### config.mk
export PLATFORM = sky130hd
export DESIGN_NAME = soft_trig_burst_sequencer
export DESIGN_NICKNAME = d
export VERILOG_FILES = /design/src/rtl/soft_trig_burst_sequencer.sv
export SDC_FILE = /design/constraint.sdc
export NUM_CORES = 1
export LEC_CHECK = 0
export ABC_CLOCK_PERIOD_IN_PS = 13520
export CAP_MARGIN = 20
export CORE_ASPECT_RATIO = 0.75
export CORE_MARGIN = 2
export CORE_UTILIZATION = 45
export CTS_BUF_LIST = sky130_fd_sc_hd__clkbuf_8
export DETAILED_ROUTE_END_ITERATION = 16
export GPL_TIMING_DRIVEN = 1
export PLACE_DENSITY = 0.72
export SYNTH_ARGS = -nofsm -noshare
export SYNTH_HDL_FRONTEND = slang
export SYNTH_SLANG_ARGS = --single-unit
### constraint.sdc
create_clock -name clk -period 13.52 [get_ports clk]
set_input_delay 3.38 -clock clk [delete_from_list [all_inputs] [get_ports clk]]
set_output_delay 3.38 -clock clk [all_outputs]
set_load 0.02 [all_outputs]
### src/rtl/soft_trig_burst_sequencer.sv
// Software-armed trigger burst sequencer for the FOFB event-receiver path.
// After an arm and a synchronised soft-event edge, each accepted evg_trig
// produces one trig_out pulse cfg_delay cycles later. The burst ends after the
// latched shot count, on WAIT_TRIG timeout, or on abort.
//
// Handshake note: arm, abort, evg_trig and the internal soft edge are
// single-cycle strobes with no ready/back-pressure. A strobe counts only in a
// cycle where clk_enable=1 and the FSM is in a state that consumes it.
// Otherwise it is dropped, never queued.
module soft_trig_burst_sequencer #(
  parameter int DLY_W = 24,
  parameter int CNT_W = 16,
  parameter int TO_W  = 32
) (
  input  logic             clk,
  input  logic             reset,
  input  logic             clk_enable,
  input  logic             arm,
  input  logic             abort,
  input  logic             evg_soft_event,
  input  logic             evg_trig,
  input  logic [63:0]      evr_TS,
  input  logic [DLY_W-1:0] cfg_delay,
  input  logic [CNT_W-1:0] cfg_burst,
  input  logic [TO_W-1:0]  cfg_timeout,
  output logic             trig_out,
  output logic             busy,
  output logic             done,
  output logic             timeout_err,
  output logic [2:0]       state,
  output logic [CNT_W-1:0] shot_count,
  output logic [31:0]      trig_count,
  output logic [63:0]      ts_latched
);

  typedef enum logic [2:0] {
    S_IDLE      = 3'd0,
    S_ARMED     = 3'd1,
    S_WAIT_TRIG = 3'd2,
    S_DELAY     = 3'd3,
    S_FIRE      = 3'd4
  } state_t;

  state_t           state_q, state_d;
  logic             sync1, sync2, sync3, soft_edge;
  logic [DLY_W-1:0] dly_lat, dly_cnt;
  logic [CNT_W-1:0] burst_lat;
  logic [TO_W-1:0]  to_lat, to_cnt;
  logic [CNT_W-1:0] shot_next;
  logic             last_shot;
  logic             accept_arm, accept_trig, firing, to_expire, enter_wait;

  assign state     = state_q;
  assign busy      = (state_q != S_IDLE);
  assign shot_next = shot_count + 1'b1;
  assign last_shot = (shot_next == burst_lat);

  // Qualified events: every one requires clk_enable, and abort overrides all
  // of them except the FIRE pulse itself.
  assign accept_arm  = clk_enable && !abort && (state_q == S_IDLE) && arm;
  assign accept_trig = clk_enable && !abort && (state_q == S_WAIT_TRIG) && evg_trig;
  assign firing      = clk_enable && (state_q == S_FIRE);
  assign to_expire   = clk_enable && !abort && (state_q == S_WAIT_TRIG) && !evg_trig &&
                       (to_lat != '0) && (to_cnt == '0);
  assign enter_wait  = clk_enable && (state_d == S_WAIT_TRIG) && (state_q != S_WAIT_TRIG);

  // Pulse outputs: trig_out only in FIRE, done only on the final shot of a
  // burst that was not aborted; both forced low while disabled.
  assign trig_out = firing;
  assign done     = firing && !abort && last_shot;

  // Soft-event synchroniser and rising-edge detect; free-running, ignores clk_enable.
  always_ff @(posedge clk) begin
    if (reset) begin
      sync1     <= 1'b0;
      sync2     <= 1'b0;
      sync3     <= 1'b0;
      soft_edge <= 1'b0;
    end else begin
      sync1     <= evg_soft_event;
      sync2     <= sync1;
      sync3     <= sync2;
      soft_edge <= sync2 & ~sync3;
    end
  end

  // FSM state register.
  always_ff @(posedge clk) begin
    if (reset) state_q <= S_IDLE;
    else       state_q <= state_d;
  end

  // Next-state logic; holds when disabled, abort returns to IDLE from anywhere.
  always_comb begin
    state_d = state_q;
    if (clk_enable) begin
      if (abort) begin
        state_d = S_IDLE;
      end else begin
        case (state_q)
          S_IDLE:      if (arm) state_d = S_ARMED;
          S_ARMED:     if (soft_edge) state_d = S_WAIT_TRIG;
          S_WAIT_TRIG: begin
            if (evg_trig)       state_d = (dly_lat == '0) ? S_FIRE : S_DELAY;
            else if (to_expire) state_d = S_IDLE;
          end
          S_DELAY:     if (dly_cnt == '0) state_d = S_FIRE;
          S_FIRE:      state_d = last_shot ? S_IDLE : S_WAIT_TRIG;
          default:     state_d = S_IDLE;
        endcase
      end
    end
  end

  // Config latches, delay/timeout counters, status counters and timestamp.
  always_ff @(posedge clk) begin
    if (reset) begin
      dly_lat     <= '0;
      burst_lat   <= '0;
      to_lat      <= '0;
      dly_cnt     <= '0;
      to_cnt      <= '0;
      shot_count  <= '0;
      trig_count  <= '0;
      ts_latched  <= '0;
      timeout_err <= 1'b0;
    end else if (clk_enable) begin
      if (accept_arm) begin
        dly_lat     <= cfg_delay;
        burst_lat   <= (cfg_burst == '0) ? CNT_W'(1) : cfg_burst;
        to_lat      <= cfg_timeout;
        shot_count  <= '0;
        timeout_err <= 1'b0;
      end
      if (firing) begin
        shot_count <= shot_next;
        trig_count <= trig_count + 32'd1;
      end
      if (accept_trig) begin
        ts_latched <= evr_TS;
        if (dly_lat != '0) dly_cnt <= dly_lat - 1'b1;
      end else if (state_q == S_DELAY && dly_cnt != '0) begin
        dly_cnt <= dly_cnt - 1'b1;
      end
      // The timeout window is exactly to_lat cycles spent in WAIT_TRIG.
      if (enter_wait) begin
        to_cnt <= to_lat - 1'b1;
      end else if (state_q == S_WAIT_TRIG && to_cnt != '0) begin
        to_cnt <= to_cnt - 1'b1;
      end
      if (to_expire) timeout_err <= 1'b1;
    end
  end

endmodule
==> impl_metrics.csv, run 1 <==
group,metric,value,unit
clock_network,ctsHtreeMaxLevel,2,
synth,synth-seq-cells,248,
timing,relSlewSlack,33.2,%
cells_and_area,design_area,15400,um^2
critical_path,start_kind,"primary input",
critical_path,timing_worst_setup_path_type,"primary input to primary output",
clock_network,cts_root_buf,"clkbuf_8",
global_route,grt_pass1_vias,11019,
worst_hold_path,whs_endpoint,"soft_edge",
die,coreArea,26000,um^2
synth,syn-cell-area,11900,um^2
placed_design,io_buffers,261,
critical_path,crit_slowest_cell,"clkdlybuf4s50_1",
route,antenna_left,0,
clock_network,clockBufferDepth,3,
critical_path,reg2reg_from,"shot_count[0]",
clock_network,cts_resized,0,
timing,final_hold_viol_count,0,
route,vias,11863,
critical_path,critical_path_arrival,6.22,ns
route,drc,0,
timing,slew_violations,0,
global_route,antenna_found_initial,0,
power_and_ir_drop,ir_drop,0.0574,mV
critical_path,rr_endpoint,"to_cnt[28]",
route,viasPerCell,5.49,
critical_path,r2r_setup_slack,7.17,ns
die,die_x,192,um
timing,max_freq,104,MHz
clock_network,postCtsHoldBufs,0,
synth,yosysWarnings,0,
placed_design,finalWeightedCongestion,0.902,
critical_path,endpoint_kind,"primary output",
timing,fin_ws,3.92,ns
critical_path,crit_path_cell_trace,"clkdlybuf4s50_1 -> nand3_1 -> inv_1 -> clkdlybuf4s50_1",
die,start_util,45.8,%
placed_design,place_area,14700,um^2
cells_and_area,fin_cells,2159,
cells_and_area,syn_to_final_growth,29.4,%
status,status,"finished, final reports clean",
timing,grt_setup_unrepaired,"no",
global_route,overflow,0,
critical_path,max_stage_delay,0.73,ns
route,wl,34700,um
synth,synth_nets,1715,
synth,synth.area.top_cells,"dfxtp_1 (42%), nand2_1 (11%), a21oi_1 (8.2%), nor2_1 (4.5%), xor2_1 (3.4%)",
job,max_cap_viol_count,0,
worst_hold_path,min_path_cells,1,
timing,final.setup.tns,0,ns
timing,tightest_slew,1.00,ns
clock_network,postCtsSetupRepairBufs,0,
global_route,grt_max_degree,94,
placed_design,dp.cells,2084,
timing,fin_skew,0.0230,ns
synth,synth_top_area_share,41.6,%
route,drt_first_iter_violations,815,
route,drt_first_pass_iters,5,
clock_network,cts_tree,"yes",
synth,async_flop_share,0,%
timing,post-route-min-period,9.60,ns
timing,holdWs,0.409,ns
critical_path,r2r_cells,17,
synth,synth_area_leader_cell,"dfxtp_1",
placed_design,dp_worst_setup_slack,3.97,ns
synth,ys_dominant_reg_cell,"dfxtp_1",
power_and_ir_drop,leakage,5.43,nW
cells_and_area,drive_above_1_share,5.29,%
critical_path,required,10.14,ns
critical_path,cp_common_cell,"clkdlybuf4s50_1",
timing,setup_viol,0,
synth,netlist-cell-type-count,67,
global_route,grtUsageTotal,24.3,%
cells_and_area,nNetsFinal,1931,
die,die_h,145,um
clock_network,clkSinkCount,248,
synth,syn_inst,1568,
clock_network,clock_latency,0.54,ns
power_and_ir_drop,power_density,101,nW/um^2
clock_network,clk_pin_slew,0.06,ns
die,io_pins,262,
synth,yosysSeqAreaShare,41.6,%
worst_hold_path,hold_path.startpoint,"sync3",
worst_hold_path,hold_class,"flop to flop",
timing,finalCritPeriodShare,71.0,%
global_route,grt_pass1_wl,56100,um
clock_network,cts_buffers,41,
critical_path,crit_fanout,22,
die,row_count,51,
die,die_area,27900,um^2
placed_design,hpwl,23700,um
synth,avgSynthCellArea,7.61,um^2
synth,synth_edf_count,0,
route,wire_per_inst,16.1,um
cells_and_area,antenna_cells,0,
cells by family after synthesis:
logic type                 synth area share (%)
muxes                                      1.90
buffers and inverters                      3.91
xor gates and xnor gates                   6.65
adders and majority gates                 0.419
DFF                                        41.6
and+or+nand+nor                            27.6
AOI/OAI and AO/OA                          18.0
layer usage:
metal  part of all wire (%)  wire length, um  up-vias  GRT usage [%]
li1                       -                -     5888              -
met1                     47            16300     5507           35.4
met2                     43            14900      418           36.6
met3                    8.3             2870       50           5.10
met4                    1.6              561        0           5.69
met5                      0                0        -              0
cells in the final DEF, fill, tap and decap left out, types with 5 or more instances in the layout:
master / synthesis / final
or4_1: 10 / 10
nand2b_1: 7 / 7
or2_2: 6 / 6
nor3_1: 44 / 44
nand2_1: 356 / 355
nand3_1: 42 / 41
mux2i_1: 17 / 17
o2111ai_1: 6 / 6
xor2_1: 47 / 47
and2_1: 6 / 5
clkdlybuf4s50_1: 0 / 260
nor2b_1: 11 / 11
inv_1: 15 / 33
o21ai_0: 60 / 60
a311oi_1: 12 / 12
a21oi_1: 195 / 195
nor2_1: 144 / 143
nand4_1: 21 / 21
buf_4: 3 / 9
clkbuf_8: 0 / 49
a22oi_1: 8 / 8
a2bb2oi_1: 6 / 6
a211oi_1: 20 / 20
nand3b_1: 5 / 5
nor4_1: 26 / 26
clkinv_2: 0 / 6
and3_1: 10 / 9
or3_1: 22 / 22
mux2_2: 5 / 5
dfxtp_1: 248 / 248
a31oi_1: 8 / 8
xnor2_1: 41 / 41
o211ai_1: 12 / 12
cell type report:
cell class	count	area, um^2
flip-flops and latches	248	4960
clock inverters	25	106
repair buffers	271	2690
clock buffers	49	674
well taps	344	430
fillers	2415	10600
inverters	16	60.1
multi-input cells	1206	6520
stage by stage:
step | power (mW) | util, %
after floorplan | 0.862 | -
after global routing | 1.62 | 59.3
after detailed placement | 0.933 | 56.3
after global placement | 0.931 | 56.3
after CTS | 1.57 | 59.3
final | 1.56 | 59.3
synthesized netlist by cell type (3+ instances only):
cell type / count
o2111ai_1: 6
a31oi_1: 8
nand3_1: 42
or3b_2: 3
nor2b_1: 11
nand2b_1: 7
mux2_2: 5
nor4_1: 26
a22oi_1: 8
a311oi_1: 12
buf_6: 3
a21oi_1: 195
ha_1: 4
nand3b_1: 5
nand4_1: 21
buf_1: 6
a21boi_0: 4
o211ai_1: 12
a211oi_1: 20
a2bb2oi_1: 6
or2_2: 6
clkbuf_1: 82
nor4b_1: 4
xor2_1: 47
and2_1: 6
mux2i_1: 17
o21ai_1: 3
nand2_1: 356
nor3_1: 44
buf_2: 4
or3_1: 22
nor2_1: 144
or4_1: 10
buf_4: 3
dfxtp_1: 248
o21a_1: 3
inv_1: 15
and3_1: 10
o21ai_0: 60
o31ai_1: 4
xnor2_1: 41
and4_1: 4
worst max path at each step:
stage / startpoint / to / slack [ns] / cells past startpoint
4_1_cts: clk_enable / trig_out / 3.96 / 4
6_report: clk_enable / trig_out / 3.92 / 4
3_3_place_gp: clk_enable / trig_out / 4.02 / 4
5_1_grt: clk_enable / trig_out / 3.75 / 4
3_5_place_dp: clk_enable / trig_out / 3.97 / 4
2_1_floorplan: clk_enable / trig_out / 5.63 / 5
critical path, delay by kind of cell:
family / cells / cell delay, ns
AND/OR/NAND/NOR: 1 / 0.67
buffers and inverters: 3 / 2.16
power by group:
part | total (mW) | internal [mW] | leakage (nW) | switching (mW)
clock | 0.636 | 0.329 | 0.476 | 0.307
combinational | 0.169 | 0.0821 | 2.95 | 0.0870
sequential | 0.751 | 0.740 | 2.00 | 0.0111
total | 1.56 | 1.15 | 5.43 | 0.405
sequential cells by signal (all words and copies together) (netlist names), 3 cells and up:
| name | flops |
|---|---|
| ts_latched | 64 |
| to_cnt | 32 |
| to_lat | 32 |
| trig_count | 32 |
| dly_cnt | 24 |
| dly_lat | 24 |
| burst_lat | 16 |
| shot_count | 16 |
| state | 3 |
No activity file was read; power rests on OpenSTA's default activity.
==> inputs of run 2 (changes only) <==
--- a/config.mk
+++ b/config.mk
@@ -5,7 +5,7 @@
 export SDC_FILE = /design/constraint.sdc
 export NUM_CORES = 1
 export LEC_CHECK = 0
-export ABC_CLOCK_PERIOD_IN_PS = 13520
+export ABC_CLOCK_PERIOD_IN_PS = 9230
 export CAP_MARGIN = 20
 export CORE_ASPECT_RATIO = 0.75
 export CORE_MARGIN = 2
==> constraint.sdc (replaced) <==
create_clock -name clk -period 9.23 [get_ports clk]
set_input_delay 2.3075 -clock clk [delete_from_list [all_inputs] [get_ports clk]]
set_output_delay 2.3075 -clock clk [all_outputs]
set_load 0.02 [all_outputs]
==> run 2 against run 1 <==
  * Sequential share of layout area about the same
  * Via count decreased by 0.41%
  * Highest routed layer unchanged
  * Flip-flop and latch count unchanged
  * Critical path depth is 12 higher
  * Power rose by 49%
  * Largest cell class unchanged
  * Core utilization increased by 0.077 points
==> impl_metrics.csv, run 2 (synthesized netlist as in run 1, its figures left out) <==
group,metric,value,unit
status,status,"finished, final reports clean",
placed_design,finalWeightedCongestion,0.909,
clock_network,clockBufferDepth,3,
route,dr.max_layer_used,"met4",
power_and_ir_drop,clockPowerShare,41.9,%
timing,setup_viol,0,
critical_path,reg2reg_from,"shot_count[0]",
clock_network,ctsHtreeMaxLevel,2,
route,drc,0,
power_and_ir_drop,p_comb_share,10.6,%
route,viasPerCell,5.49,
cells_and_area,nNetsFinal,1930,
route,routed-wl-met2,14600,um
critical_path,max_stage_delay,0.78,ns
clock_network,clock_latency,0.55,ns
power_and_ir_drop,leakage,5.40,nW
critical_path,required,9.63,ns
timing,post-route-min-period,7.41,ns
route,vias,11814,
timing,final.setup.tns,0,ns
timing,grt_setup_unrepaired,"no",
cells_and_area,syn_to_final_growth,29.6,%
timing,finalCritPeriodShare,80.3,%
route,wl,34300,um
power_and_ir_drop,power_density,150,nW/um^2
route,routed-wl-met3,3220,um
clock_network,clkSinkCount,248,
clock_network,cts_buffers,42,
die,die_area,27900,um^2
critical_path,critPathLaunch,"clk_enable",
global_route,grt_max_degree,94,
placed_design,hpwl,23500,um
die,row_count,51,
timing,fin_skew,0.00931,ns
die,die_x,192,um
die,coreArea,26000,um^2
clock_network,clk_pin_slew,0.06,ns
power_and_ir_drop,ir_drop,0.0913,mV
timing,final_hold_viol_count,0,
cells_and_area,mostFrequentLayoutCells,"nand2_1 (355), clkdlybuf4s50_1 (260), dfxtp_1 (248), a21oi_1 (195), nor2_1 (143)",
job,max_cap_viol_count,0,
die,start_util,45.8,%
critical_path,critPathTopFamily,"simple AND/OR/NAND/NOR gates",
critical_path,crit_slowest_cell,"nor3_1",
clock_network,postCtsSetupRepairBufs,0,
route,antenna_left,0,
cells_and_area,largest-register,"ts_latched",
global_route,grtUsageTotal,24.1,%
worst_hold_path,hold_path.startpoint,"sync3",
power_and_ir_drop,p_seq_share,47.5,%
route,wl_met1,15700,um
clock_network,cts_root_buf,"clkbuf_8",
critical_path,crit_path_cell_trace,"clkdlybuf4s50_1 -> nor2b_1 -> nand3b_1 -> a2111o_1 -> a21oi_2 -> o22a_4 -> mux2i_1 -> ha_1 -> nand3_1 -> nor3_1 -> nand3_1 -> nor4b_1 -> mux2i_1 -> nor2_1 -> a21oi_1 -> nor2_1",
critical_path,timing.critical_path.buf_inv,1,
cells_and_area,largest_reg_flops,64,
global_route,antenna_found_initial,0,
cells_and_area,drive_above_1_share,5.48,%
global_route,grt_pass1_wl,55400,um
timing,relSlewSlack,28.8,%
clock_network,cts_tree,"yes",
die,die_h,145,um
critical_path,start_kind,"primary input",
route,drt_first_pass_iters,5,
critical_path,critical_path_arrival,7.81,ns
placed_design,io_buffers,261,
route,wire_per_inst,15.9,um
power_and_ir_drop,switching_share,25.5,%
global_route,grt_pass1_vias,10992,
power_and_ir_drop,switchingPower,0.590,mW
route,drt_first_iter_violations,995,
timing,slew_violations,0,
cells_and_area,utilization,59.4,%
critical_path,endpoint_kind,"flop",
timing,max_freq,135,MHz
timing,tightest_slew,1.07,ns
global_route,overflow,0,
critical_path,timing_worst_setup_path_type,"primary input to flop",
die,io_pins,262,
worst_hold_path,hold_class,"flop to flop",
power_and_ir_drop,intPower,1.73,mW
critical_path,crit_fanout,61,
clock_network,postCtsHoldBufs,0,
cells_and_area,final_common_cell,"nand2_1",
clock_network,cts_resized,0,
==> run 2: cell count changes in the layout (fill, tap and decap cells not counted), sizes merged <==
cell      before  now
inv           35   24
clkbuf        50   54
buf           10    9
clkinvlp       0    1
diode          0    1
==> run 2: worst paths after layout <==
check | end | slack [ns] | cells after the start
worst min-delay path | soft_edge | 0.39 | 1
worst max-delay path | to_cnt[28] | 1.82 | 16
worst min register to register | soft_edge | 0.39 | 1
worst max register to register | to_cnt[28] | 2.87 | 17
==> run 2: worst reg2reg max path, stage by stage (launching register included) <==
cell and delay, ns:
dfxtp_1 0.45, ha_1 0.28, nand3_1 0.34, nor4_1 0.66
xnor2_1 0.19, mux2i_1 0.09, nor4_1 0.56, o22a_4 0.66
mux2i_1 0.35, ha_1 0.48, nand3_1 0.24, nor3_1 0.78
nand3_1 0.25, nor4b_1 0.42, mux2i_1 0.23, nor2_1 0.06
a21oi_1 0.14, nor2_1 0.05
==> run 2: area by class of cell <==
| class | count | area, um^2 |
|---|---|---|
| fill | 2378 | 10600 |
| multi-input combinational | 1206 | 6520 |
| sequential | 248 | 4960 |
| timing repair buffer | 269 | 2670 |
| clock buffer | 54 | 743 |
| tap | 344 | 430 |
| clock inverter | 15 | 67.6 |
| inverter | 16 | 60.1 |
| antenna | 1 | 2.50 |
==> run 2: power groups by stage <==
stage	sequential [mW]	combinational [mW]	clock, mW
2_1_floorplan	1.12	0.145	0
5_1_grt	1.10	0.270	1.04
6_report	1.10	0.246	0.969
3_5_place_dp	1.12	0.244	0
4_1_cts	1.10	0.245	0.997
3_3_place_gp	1.12	0.240	0
==> run 2: per-stage QoR <==
| stage | worst slack (ns) | hold WS, ns | cells | power [mW] | area [um^2] |
|---|---|---|---|---|---|
| after floorplan | 3.26 | 0.367 | 1568 | 1.26 | 11900 |
| after global placement | 1.59 | 0.378 | 2083 | 1.36 | 14700 |
| after detailed placement | 1.36 | 0.382 | 2083 | 1.37 | 14700 |
| after CTS | 1.96 | 0.398 | 2152 | 2.34 | 15500 |
| after global routing | 1.40 | 0.432 | 2152 | 2.41 | 15500 |
| final | 1.82 | 0.394 | 2153 | 2.32 | 15500 |
==> run 2: per-layer routing <==
| layer | vias up | GRT usage [%] |
|---|---|---|
| li1 | 5875 | - |
| met1 | 5419 | 34.1 |
| met2 | 467 | 36.2 |
| met3 | 53 | 5.90 |
| met4 | 0 | 6.87 |
| met5 | - | 0 |
==> inputs of run 3 (changes only) <==
--- a/config.mk
+++ b/config.mk
@@ -5,7 +5,7 @@
 export SDC_FILE = /design/constraint.sdc
 export NUM_CORES = 1
 export LEC_CHECK = 0
-export ABC_CLOCK_PERIOD_IN_PS = 9230
+export ABC_CLOCK_PERIOD_IN_PS = 6200
 export CAP_MARGIN = 20
 export CORE_ASPECT_RATIO = 0.75
 export CORE_MARGIN = 2
@@ -13,7 +13,7 @@
 export CTS_BUF_LIST = sky130_fd_sc_hd__clkbuf_8
 export DETAILED_ROUTE_END_ITERATION = 16
 export GPL_TIMING_DRIVEN = 1
-export PLACE_DENSITY = 0.72
+export PLACE_DENSITY = 0.75
 export SYNTH_ARGS = -nofsm -noshare
 export SYNTH_HDL_FRONTEND = slang
 export SYNTH_SLANG_ARGS = --single-unit
==> constraint.sdc (replaced) <==
create_clock -name clk -period 6.2 [get_ports clk]
set_input_delay 1.55 -clock clk [delete_from_list [all_inputs] [get_ports clk]]
set_output_delay 1.55 -clock clk [all_outputs]
set_load 0.02 [all_outputs]
==> run 3 against run 2 <==
  * Register-to-register slack got worse by 1.6 ns
  * Clock-buffer cell count unchanged
  * Largest cell class unchanged
  * Critical endpoint is now done
  * Die area did not move
  * Design area grew 0.87%
  * First-iteration DRC count down 0.50%
  * Routed wire length is 1.8% higher
  * Combinational power up 52%
==> impl_metrics.csv, run 3 (synthesized netlist as in run 1, its figures left out) <==
group,metric,value,unit
global_route,grt_pass1_vias,11133,
critical_path,timing.critical_path.buf_inv,1,
placed_design,place_area,14700,um^2
critical_path,crit_fanout,10,
timing,post-route-min-period,5.62,ns
clock_network,cts_root_buf,"clkbuf_8",
power_and_ir_drop,ir_drop,0.143,mV
timing,finalCritPeriodShare,90.7,%
critical_path,endpoint_kind,"primary output",
die,die_h,145,um
cells_and_area,largest-register,"ts_latched",
critical_path,timing_worst_setup_path_type,"flop to primary output",
cells_and_area,nNetsFinal,1938,
die,row_count,51,
power_and_ir_drop,power_density,228,nW/um^2
die,coreArea,26000,um^2
timing,fin_ws,0.579,ns
cells_and_area,syn_to_final_growth,30.7,%
timing,tightest_slew,0.994,ns
job,max_cap_viol_count,0,
critical_path,critical_path_arrival,4.07,ns
timing,fin_skew,0.0284,ns
global_route,grt_max_degree,122,
clock_network,postCtsHoldBufs,0,
timing,grt_setup_unrepaired,"no",
power_and_ir_drop,switching_share,25.1,%
global_route,grt_pass1_wl,56700,um
route,viasPerCell,5.56,
power_and_ir_drop,intPower,2.66,mW
route,drc,0,
clock_network,clk_pin_slew,0.06,ns
placed_design,finalWeightedCongestion,0.912,
clock_network,cts_buffers,42,
cells_and_area,final_common_cell,"nand2_1",
timing,max_freq,178,MHz
clock_network,ctsHtreeMaxLevel,2,
critical_path,crit_path_cell_trace,"ha_1 -> nand3_1 -> nor4_1 -> xnor2_1 -> mux2i_1 -> nor4_1 -> nor2b_1 -> clkdlybuf4s50_1",
critical_path,critPathTopFamily,"simple AND/OR/NAND/NOR gates",
critical_path,start_kind,"flop",
placed_design,io_buffers,261,
power_and_ir_drop,finalPower,3.56,mW
power_and_ir_drop,switchingPower,0.892,mW
critical_path,cp_common_cell,"nor4_1",
timing,final_hold_viol_count,0,
power_and_ir_drop,p_seq_share,46.1,%
route,drt_first_pass_iters,5,
die,die_area,27900,um^2
clock_network,clock_latency,0.56,ns
power_and_ir_drop,p_comb_share,10.6,%
clock_network,cts_tree,"yes",
route,drt_first_iter_violations,990,
route,wl,34900,um
critical_path,crit_slowest_cell,"clkdlybuf4s50_1",
timing,relSlewSlack,33.7,%
critical_path,required,4.65,ns
clock_network,clockBufferDepth,3,
status,status,"finished, final reports clean",
die,start_util,45.8,%
power_and_ir_drop,clockPowerShare,43.3,%
placed_design,hpwl,24200,um
timing,setup_viol,0,
clock_network,postCtsSetupRepairBufs,0,
die,io_pins,262,
critical_path,max_stage_delay,0.65,ns
route,antenna_left,0,
placed_design,dp_worst_setup_slack,0.738,ns
route,wire_per_inst,16.1,um
worst_hold_path,hold_class,"flop to flop",
power_and_ir_drop,leakage,5.48,nW
global_route,overflow,0,
timing,slew_violations,0,
cells_and_area,largest_reg_flops,64,
die,die_x,192,um
route,vias,12035,
cells_and_area,design_area,15600,um^2
clock_network,cts_resized,0,
global_route,grtUsageTotal,24.7,%
timing,final.setup.tns,0,ns
cells_and_area,mostFrequentLayoutCells,"nand2_1 (355), clkdlybuf4s50_1 (260), dfxtp_1 (248), a21oi_1 (195), nor2_1 (143)",
cells_and_area,fillCellCount,2352,
cells_and_area,drive_above_1_share,6.21,%
clock_network,clkSinkCount,248,
global_route,antenna_found_initial,1,
run 3: changes by cell type in the layout (fill, tap and decap cells not counted), sizes merged:
cell and delta:
clkinv +4, clkbuf +1, buf +7, inv -1, bufinv +2
run 3: routing by layer:
metal / routed length [um] / global-route usage [%] / vias to the layer above
met1: 15800 / 34.6 / 5591
met5: 0 / 0 / -
li1: - / - / 5900
met2: 14900 / 36.8 / 477
met3: 3270 / 6.07 / 67
met4: 855 / 8.66 / 0
run 3: final timing paths:
kind                               startpoint          to  slack (ns)  depth (start not counted)
worst max-delay path            shot_count[0]        done        0.58                          8
worst min-delay path                    sync3   soft_edge        0.38                          1
worst max register to register  shot_count[0]  to_cnt[28]        1.27                         17
worst min register to register          sync3   soft_edge        0.38                          1
run 3: area by class of cell:
cell class                      count  area [um^2]  area share, %
Clock inverter                     20          144          0.922
Clock buffer                       54          743           4.76
Tap cell                          344          430           2.76
Inverter                           16         60.1          0.385
Sequential cell                   248         4960           31.8
Antenna cell                        1         2.50         0.0160
Multi-Input combinational cell   1206         6520           41.8
Timing Repair Buffer              277         2730           17.5
run 3: metrics by stage:
step / cells / util (%) / hold WS [ns]
3_3_place_gp: 2090 / 56.5 / 0.377
4_1_cts: 2164 / 59.9 / 0.378
3_5_place_dp: 2090 / 56.5 / 0.377
5_1_grt: 2165 / 59.9 / 0.390
2_1_floorplan: 1568 / - / 0.367
6_report: 2166 / 59.9 / 0.378
run 3: power by group through the flow:
stage	registers, mW	clock network (mW)	logic [mW]
2_1_floorplan	1.66	0	0.216
3_3_place_gp	1.67	0	0.363
3_5_place_dp	1.67	0	0.368
4_1_cts	1.64	1.59	0.370
5_1_grt	1.64	1.66	0.411
6_report	1.64	1.54	0.375
